--- config.mk ---
export PLATFORM = sky130hd
export DESIGN_NAME = robo_seguidor_parede
export DESIGN_NICKNAME = d
export VERILOG_FILES = /design/src/rtl/robo_pkg.sv /design/src/rtl/robo_debounce.sv /design/src/rtl/robo_seguidor_parede.sv
export SDC_FILE = /design/constraint.sdc
export NUM_CORES = 1
export LEC_CHECK = 0
export ABC_AREA = 1
export BUFFER_PORTS_ARGS = -buffer_cell sky130_fd_sc_hd__buf_4
export CAP_MARGIN = 0
export CORE_MARGIN = 5
export CORE_UTILIZATION = 33
export CTS_BUF_LIST = sky130_fd_sc_hd__clkbuf_4
export CTS_CLUSTER_DIAMETER = 150
export CTS_CLUSTER_SIZE = 14
export DETAILED_ROUTE_END_ITERATION = 16
export MAX_ROUTING_LAYER = met4
export PLACE_DENSITY = 0.6
export SYNTH_ARGS = -nofsm -noshare
export SYNTH_HDL_FRONTEND = slang
export SYNTH_SLANG_ARGS = --single-unit
--- constraint.sdc ---
create_clock -name clock -period 1.7 [get_ports clock]
set_input_delay 0.17 -clock clock [delete_from_list [all_inputs] [get_ports clock]]
set_output_delay 0.17 -clock clock [all_outputs]
set_load 0.005 [all_outputs]
--- src/rtl/robo_pkg.sv ---
// ============================================================================
// Module   : robo_pkg
// Purpose  : Shared FSM state encoding and rotation direction constants for
//            the wall-following robot.
// Revision : 1.0 - initial release
// ============================================================================
`default_nettype none

package robo_pkg;

  localparam logic DIR_ESQ = 1'b0;
  localparam logic DIR_DIR = 1'b1;

  // TRAVADO only exists when stuck detection is compiled in
  typedef enum logic [2:0] {
    PROCURA = 3'd0,
    SEGUE   = 3'd1,
    GIRA    = 3'd2,
    CANTO   = 3'd3
`ifdef ROBO_STUCK_DETECT_EN
    ,
    TRAVADO = 3'd4
`endif
  } robo_state_t;

endpackage

`default_nettype wire

--- src/rtl/robo_debounce.sv ---
// ============================================================================
// Module   : robo_debounce
// Purpose  : Single-bit sensor debounce; the output follows the input only
//            after DEB_CYCLES consecutive edges of disagreement.
// Revision : 1.0 - initial release
// ============================================================================
`default_nettype none

module robo_debounce #(
  parameter int DEB_CYCLES = 3
) (
  input  logic clock,
  input  logic reset,
  input  logic sensor_in,
  output logic filt_out
);

  localparam int CW = (DEB_CYCLES > 1) ? $clog2(DEB_CYCLES) : 1;

  logic [CW-1:0] r_cnt;

  // Counter tracks how many edges the raw input has disagreed so far
  always_ff @(posedge clock) begin
    if (reset) begin
      r_cnt    <= '0;
      filt_out <= 1'b0;
    end else if (sensor_in != filt_out) begin
      if (r_cnt == CW'(DEB_CYCLES - 1)) begin
        filt_out <= sensor_in;
        r_cnt    <= '0;
      end else begin
        r_cnt <= r_cnt + 1'b1;
      end
    end else begin
      r_cnt <= '0;
    end
  end

endmodule

`default_nettype wire

--- src/rtl/robo_seguidor_parede.sv ---
// ============================================================================
// Module   : robo_seguidor_parede
// Purpose  : Wall-following robot controller with debounced sensors.
//            Optional stuck detection: define ROBO_STUCK_DETECT_EN.
// Revision : 1.0 - initial release
// ============================================================================
`default_nettype none

module robo_seguidor_parede
  import robo_pkg::*;
#(
  parameter int DEB_CYCLES = 3,
  parameter int TURN_MAX   = 8,
  parameter int WALL_SIDE  = 0,
  parameter int CNT_W      = 4
) (
  input  logic             clock,
  input  logic             reset,
  input  logic             head,
  input  logic             left,
  input  logic             right,
  input  logic             enable,
  output logic             avancar,
  output logic             girar,
  output logic             girar_dir,
  output logic             travado,
  output logic [CNT_W-1:0] voltas
);

  localparam int   DW     = $clog2(TURN_MAX);
  localparam logic c_wall = (WALL_SIDE != 0) ? DIR_DIR : DIR_ESQ;

  logic          w_h_f;
  logic          w_l_f;
  logic          w_r_f;
  logic          w_s_f;
  logic          w_unused_side;
  logic          w_dwell_done;
  robo_state_t   r_state;
  robo_state_t   w_next;
  logic [DW-1:0] r_dwell;

  robo_debounce #(.DEB_CYCLES(DEB_CYCLES)) u_deb_head (
    .clock(clock), .reset(reset), .sensor_in(head),  .filt_out(w_h_f));
  robo_debounce #(.DEB_CYCLES(DEB_CYCLES)) u_deb_left (
    .clock(clock), .reset(reset), .sensor_in(left),  .filt_out(w_l_f));
  robo_debounce #(.DEB_CYCLES(DEB_CYCLES)) u_deb_right (
    .clock(clock), .reset(reset), .sensor_in(right), .filt_out(w_r_f));

  assign w_s_f         = (WALL_SIDE != 0) ? w_r_f : w_l_f;
  assign w_unused_side = (WALL_SIDE != 0) ? w_l_f : w_r_f;
  assign w_dwell_done  = (r_dwell == DW'(TURN_MAX - 1));

  always_comb begin
    w_next = r_state;
    case (r_state)
      PROCURA: begin
        if (w_h_f)      w_next = GIRA;
        else if (w_s_f) w_next = SEGUE;
      end
      SEGUE: begin
        if (w_h_f)       w_next = GIRA;
        else if (!w_s_f) w_next = CANTO;
      end
      GIRA: begin
        if (!w_h_f)            w_next = w_s_f ? SEGUE : PROCURA;
`ifdef ROBO_STUCK_DETECT_EN
        else if (w_dwell_done) w_next = TRAVADO;
`endif
      end
      CANTO: begin
        if (w_h_f)             w_next = GIRA;
        else if (w_s_f)        w_next = SEGUE;
        else if (w_dwell_done) w_next = PROCURA;
      end
`ifdef ROBO_STUCK_DETECT_EN
      TRAVADO: w_next = TRAVADO;
`endif
      default: w_next = PROCURA;
    endcase
  end

  // Outputs decode the next state so they line up with the state register
  always_ff @(posedge clock) begin
    if (reset) begin
      r_state   <= PROCURA;
      r_dwell   <= '0;
      voltas    <= '0;
      avancar   <= 1'b0;
      girar     <= 1'b0;
      girar_dir <= 1'b0;
    end else if (!enable) begin
      avancar <= 1'b0;
      girar   <= 1'b0;
    end else begin
      r_state <= w_next;
      if (w_next != r_state)  r_dwell <= '0;
      else if (!w_dwell_done) r_dwell <= r_dwell + 1'b1;
      if (w_next == GIRA && r_state != GIRA && voltas != '1)
        voltas <= voltas + 1'b1;
      avancar   <= (w_next == PROCURA) || (w_next == SEGUE);
      girar     <= (w_next == GIRA) || (w_next == CANTO);
      girar_dir <= (w_next == GIRA)  ? ~c_wall :
                   (w_next == CANTO) ?  c_wall : 1'b0;
    end
  end

`ifdef ROBO_STUCK_DETECT_EN
  always_ff @(posedge clock) begin
    if (reset)       travado <= 1'b0;
    else if (enable) travado <= (w_next == TRAVADO);
  end
`else
  assign travado = 1'b0;
`endif

endmodule

`default_nettype wire

==> results of run 1 <==
## cells in the final DEF (no fill, tap or decap), types with 2 or more instances in the layout
master	synthesis	layout
o211ai_1	2	2
nand4_1	7	7
nand2_2	4	3
inv_1	14	14
o21ai_0	3	3
nand2_1	15	15
buf_4	2	13
o21ai_1	2	2
clkbuf_4	0	4
dfxtp_1	19	17
ha_4	0	2
nor2_1	13	13
xor2_1	2	2
nand2_4	1	2
o31ai_1	2	2
o22ai_1	2	2
dfxtp_2	0	2
a21oi_1	11	11
inv_2	3	3
ha_1	5	3
nand3_2	2	3
nand3_1	5	4
## per-layer routing
layer | up-vias | global-route usage (%)
met3 | 2 | 2.13
met5 | - | -
li1 | 431 | -
met4 | 0 | 2.34
met1 | 367 | 10.4
met2 | 20 | 19.0
## synth_stat cells, drive strengths merged
| cell | instances |
|---|---|
| inv | 17 |
| o31ai | 2 |
| ha | 5 |
| o21ai | 5 |
| nor2 | 13 |
| conb | 1 |
| nand2 | 20 |
| nand3 | 7 |
| dfxtp | 19 |
| nor3 | 1 |
| o22ai | 2 |
| buf | 2 |
| o211ai | 3 |
| xor2 | 2 |
| nand4 | 8 |
| a31oi | 1 |
| a21oi | 11 |
## final timing paths
kind / start / endpoint / slack, ps / depth (start not counted)
max reg2reg: r_dwell[0] / r_dwell[2] / 150 / 12
max: r_dwell[0] / r_dwell[2] / 150 / 12
min: reset / voltas[2] / 90 / 2
min reg2reg: u_deb_head.r_cnt[0] / u_deb_head.r_cnt[0] / 420 / 1
## layout make-up
type	count	share of cell area (%)
Clock buffer	4	2.64
Inverter	17	5.60
Sequential cell	19	33.6
Multi-Input combinational cell	81	46.2
Tap cell	31	3.41
Timing Repair Buffer	13	8.57
## critical path, delay by kind of cell (launching register included)
kind	cells	cell delay, ps
fa+ha+maj	2	320
flops	1	350
simple gates	9	730
buf+inv	1	110
## repair_timing
action | 4_1_cts | 5_1_grt
setup endpoints to repair | 0 | 8
gates resized for setup | 0 | 8
buffers inserted | 0 | 2
## logic make-up after synthesis
family | share of synthesized area (%)
xor gates and xnor gates | 1.84
AOI/OAI and AO/OA | 15.8
adders and majority gates | 6.59
other | 0.395
buffers and inverters | 8.30
DFF | 40.1
and+or+nand+nor | 27.0
## power groups by stage
stage	Clock (mW)	Combinational (mW)	Sequential, mW
4_1_cts	0.245	0.142	0.486
5_1_grt	0.270	0.172	0.494
3_5_place_dp	0	0.142	0.496
6_report	0.235	0.148	0.490
2_1_floorplan	0	0.105	0.492
3_3_place_gp	0	0.137	0.495
## registers in the layout, summed over array words and instances (netlist names)
| name | cells |
|---|---|
| r_state | 3 |
| girar_dir | 1 |
| voltas | 4 |
| avancar | 1 |
| u_deb_head.r_cnt | 2 |
| girar | 1 |
| u_deb_left.filt_out | 1 |
| u_deb_left.r_cnt | 2 |
| u_deb_head.filt_out | 1 |
| r_dwell | 3 |
==> flow_metrics.py, run 1 <==
metrics = {
    "global_routing": {
        "grt_pass1_wl_um": 3350,
        "grt_pass1_vias": 811,
        "overflow": 0,
        "grt.total_usage_pct": 10.0,
        "antenna_found_initial": 0,
        "grt_max_degree": 11,
    },
    "final_layout": {
        "antenna_cells": 0,
        "area_growth_pct": 19.9,
        "final_nets": 146,
        "stdcell_area_um2": 1140,
        "utilization_pct": 41.3,
        "instances_no_fill": 165,
        "n_fill_cell": 284,
        "drive_gt1_share_pct": 25.4,
        "final-seq-area_um2": 383,
        "multi_input_area_um2": 526,
    },
    "sta": {
        "setup_violations": 0,
        "skew_ps": 6.96,
        "rsz0062_at_grt": "no",
        "drv_slew": 0,
        "hold_violations": 0,
        "finalSetupTns_ps": 0,
        "setup_slack_ps": 152,
        "max_freq_mhz": 646,
        "holdWs_ps": 85.6,
        "period_share_pct": 91.0,
        "fin_crit_ps": 1550,
    },
    "die": {
        "rows": 19,
        "core-area_um2": 2760,
        "fp.dieW_um": 63.6,
        "fp.dieArea_um2": 4050,
        "ios": 14,
        "die_y_um": 63.6,
        "initial_core_util_pct": 34.4,
    },
    "synthesis": {
        "syn_area_um2": 950,
        "synth_top_area_cell": "dfxtp_1",
        "synthCells": 119,
        "synth_top_cell_area_share_pct": 40.1,
        "post_synth_num_cell_types": 24,
        "ys.warnings.count": 0,
        "syn_nets": 130,
        "ys_seq_area_share_pct": 40.1,
        "yosys_register_bits": 19,
        "avgSynthCellArea_um2": 7.98,
        "synthTopCellsByArea": "dfxtp_1, ha_1, nand2_1",
    },
    "worst_setup_path": {
        "crit_top_cell": "nand2_1",
        "required_ps": 1930,
        "crit_path_top_delay_cell": "dfxtp_2",
        "path_cells": "ha_4, ha_4, nor2_1, nand2_1, nand2_1, nand2_2, nand2_4, buf_4, nand4_1, nand3_1, nand2_1, nor2_1",
        "criticalPathCategory": "reg -> reg",
        "end_kind": "flip-flop",
        "cp_slowest_stage_delay_ps": 350,
        "cp.arrival_ps": 1780,
        "critPathMaxFanout": 4,
        "startpoint_type": "flip-flop",
    },
    "pwr": {
        "total_power_mw": 0.872,
        "irDropWorstVdd_uv": 511,
        "clkPwrFrac_pct": 27.0,
        "seq_power_share_pct": 56.1,
        "p_sw_share_pct": 26.9,
        "p_int_mw": 0.638,
        "p_sw_mw": 0.235,
        "p_leak_nw": 0.470,
        "p_per_area_nw_per_um2": 766,
        "power_frac_comb_pct": 16.9,
    },
    "outcome": {
        "status": "complete, no violations",
    },
    "route": {
        "firstDrtPassIters": 4,
        "first_iter_violations": 16,
        "wl_um": 1820,
        "top_layer": "met4",
        "avgViaCountPerCell": 4.97,
        "wl_met1_um": 760,
        "met2_length_um": 954,
        "wl_per_cell_um": 11.0,
        "vias": 820,
        "dr_wl_met3_um": 88,
        "ant_nets": 0,
        "drcViolationCount": 0,
    },
    "cts": {
        "cts_root_buffer": "clkbuf_4",
        "cts_max_level": 1,
        "cts_made_buffers": 3,
        "ctsHoldBuffers": 0,
        "clockBufferDepth": 2,
        "clk_latency_ps": 290,
        "cts_tree": "yes",
        "cts_sinks": 19,
        "clkTransAtPathRegs_ps": 110,
    },
    "hold_path": {
        "hp-class": "in -> reg",
    },
    "placed_design": {
        "dpl.hpwl_um": 1450,
        "gp_congestion": 0.781,
        "postPlaceCellArea_um2": 1060,
        "dp.cells": 159,
        "io_buffer_count": 11,
        "dpl_worst_slack_ps": 50.6,
    },
    "run": {
        "cap_violations": 0,
    },
}
(Power assumes the default switching activity.)
==> inputs of run 2 (changes only) <==
--- a/config.mk
+++ b/config.mk
@@ -8,6 +8,8 @@
 export ABC_AREA = 1
 export BUFFER_PORTS_ARGS = -buffer_cell sky130_fd_sc_hd__buf_4
 export CAP_MARGIN = 0
+export CELL_PAD_IN_SITES_DETAIL_PLACEMENT = 1
+export CELL_PAD_IN_SITES_GLOBAL_PLACEMENT = 1
 export CORE_MARGIN = 5
 export CORE_UTILIZATION = 33
 export CTS_BUF_LIST = sky130_fd_sc_hd__clkbuf_4
@@ -15,7 +17,7 @@
 export CTS_CLUSTER_SIZE = 14
 export DETAILED_ROUTE_END_ITERATION = 16
 export MAX_ROUTING_LAYER = met4
-export PLACE_DENSITY = 0.6
+export PLACE_DENSITY = 0.74
 export SYNTH_ARGS = -nofsm -noshare
 export SYNTH_HDL_FRONTEND = slang
 export SYNTH_SLANG_ARGS = --single-unit
==> run 2 against run 1 <==
Net effect:
- via count up 3.2%
- flip-flop and latch count unchanged
- die area is the same
- total power rose by 3.4%
- routed wire length rose by 20%
- critical endpoint is now r_dwell[0]
- largest power group unchanged
==> flow_metrics.py, run 2 (same netlist as run 1, synthesis figures left out) <==
metrics = {
    "placed_design": {
        "gp_congestion": 0.761,
        "dpl.hpwl_um": 1650,
        "io_buffer_count": 11,
        "dp.cells": 160,
    },
    "worst_setup_path": {
        "cp.arrival_ps": 1750,
        "startpoint_type": "flip-flop",
        "required_ps": 1890,
        "critPathMaxFanout": 6,
        "r2r_slack_ps": 150,
        "criticalPathCategory": "reg -> reg",
        "end_kind": "flip-flop",
    },
    "route": {
        "vias": 846,
        "wl_um": 2170,
        "wl_per_cell_um": 13.1,
        "avgViaCountPerCell": 5.10,
        "firstDrtPassIters": 4,
        "first_iter_violations": 21,
        "drcViolationCount": 0,
        "ant_nets": 0,
    },
    "outcome": {
        "status": "complete, no violations",
    },
    "global_routing": {
        "grt_max_degree": 11,
        "grt_pass1_vias": 881,
        "grt.total_usage_pct": 12.2,
        "antenna_found_initial": 0,
        "overflow": 0,
        "grt_pass1_wl_um": 3860,
    },
    "cts": {
        "cts_tree": "yes",
        "clkTransAtPathRegs_ps": 120,
        "cts_sinks": 19,
        "ctsHoldBuffers": 0,
        "clockBufferDepth": 2,
        "cts_root_buffer": "clkbuf_4",
        "clk_latency_ps": 310,
        "cts_max_level": 1,
        "cts_made_buffers": 3,
    },
    "final_layout": {
        "layout_commonest_cell": "dfxtp_1",
        "antenna_cells": 0,
        "drive_gt1_share_pct": 29.6,
        "reg_top3": "voltas (4), r_dwell (3), r_state (3)",
        "regMostFlops": "voltas",
        "largest_reg_flops": 4,
        "area_growth_pct": 23.8,
        "final_nets": 147,
        "instances_no_fill": 166,
        "layout_common_cells": "dfxtp_1, inv_1, nand2_1, buf_4, nor2_1",
    },
    "sta": {
        "skew_ps": 16.6,
        "setup_violations": 0,
        "max_freq_mhz": 644,
        "drv_slew": 0,
        "hold_violations": 0,
        "fin_crit_ps": 1550,
        "period_share_pct": 91.3,
        "holdWs_ps": 65.0,
        "rsz0062_at_grt": "no",
    },
    "die": {
        "die_y_um": 63.6,
        "fp.dieArea_um2": 4050,
        "core-area_um2": 2760,
        "ios": 14,
        "fp.dieW_um": 63.6,
        "initial_core_util_pct": 34.4,
        "rows": 19,
    },
    "hold_path": {
        "hp-class": "in -> reg",
    },
    "pwr": {
        "irDropWorstVdd_uv": 497,
        "p_per_area_nw_per_um2": 767,
        "p_leak_nw": 0.477,
    },
    "run": {
        "cap_violations": 0,
    },
}
[run 2: timing repair]
action                                  in CTS  in global routing
pin swaps                                    0                  6
endpoints found under the setup margin       5                  8
gates resized for setup                      1                 15
buffers inserted                             0                  2
[run 2: cell type report]
type	instances	area, um2
Timing Repair Buffer	14	105
Sequential cell	19	385
Inverter	17	63.8
Multi-Input combinational cell	81	553
Fill cell	337	1580
Tap cell	31	38.8
Clock buffer	4	30.0
[run 2: final timing paths]
kind	start	endpoint	cells past startpoint
worst min register to register	u_deb_head.r_cnt[0]	u_deb_head.r_cnt[0]	1
worst max-delay path	r_dwell[0]	r_dwell[0]	10
worst min-delay path	reset	voltas[3]	2
worst max register to register	r_dwell[0]	r_dwell[0]	10
[run 2: through the flow]
| step | area [um2] | util, % | setup slack (ps) | TNS [ps] | power [mW] |
|---|---|---|---|---|---|
| after floorplan | 950 | - | 181 | 0 | 0.598 |
| after global placement | 1060 | 38.6 | 55.6 | 0 | 0.636 |
| after detailed placement | 1060 | 38.6 | -32.7 | -53.6 | 0.645 |
| after CTS | 1100 | 39.7 | 25.5 | 0 | 0.894 |
| after global routing | 1180 | 42.6 | 1.09 | 0 | 0.971 |
| final | 1180 | 42.6 | 147 | 0 | 0.902 |
[run 2: layer usage]
layer / global-route usage, % / share of wire, % / vias to the layer above
met5: - / 0 / -
met4: 6.23 / 1.6 / 0
met3: 1.60 / 2.1 / 4
met2: 20.1 / 51 / 10
met1: 14.3 / 46 / 400
li1: - / - / 432
[run 2: critical path, stage by stage (launching register included)]
cell,delay (ps)
dfxtp_4,370
ha_4,160
ha_4,170
nor2_4,60
nand2_1,60
nand2_2,90
nand2_4,70
nand2_4,100
nand4_4,160
a21oi_1,170
nor2_1,50
[run 2: report_power, final]
part | switching [mW] | internal (mW) | leakage [nW]
clock network | 0.141 | 0.107 | 0.0184
registers | 0.0203 | 0.470 | 0.156
logic | 0.0958 | 0.0676 | 0.303
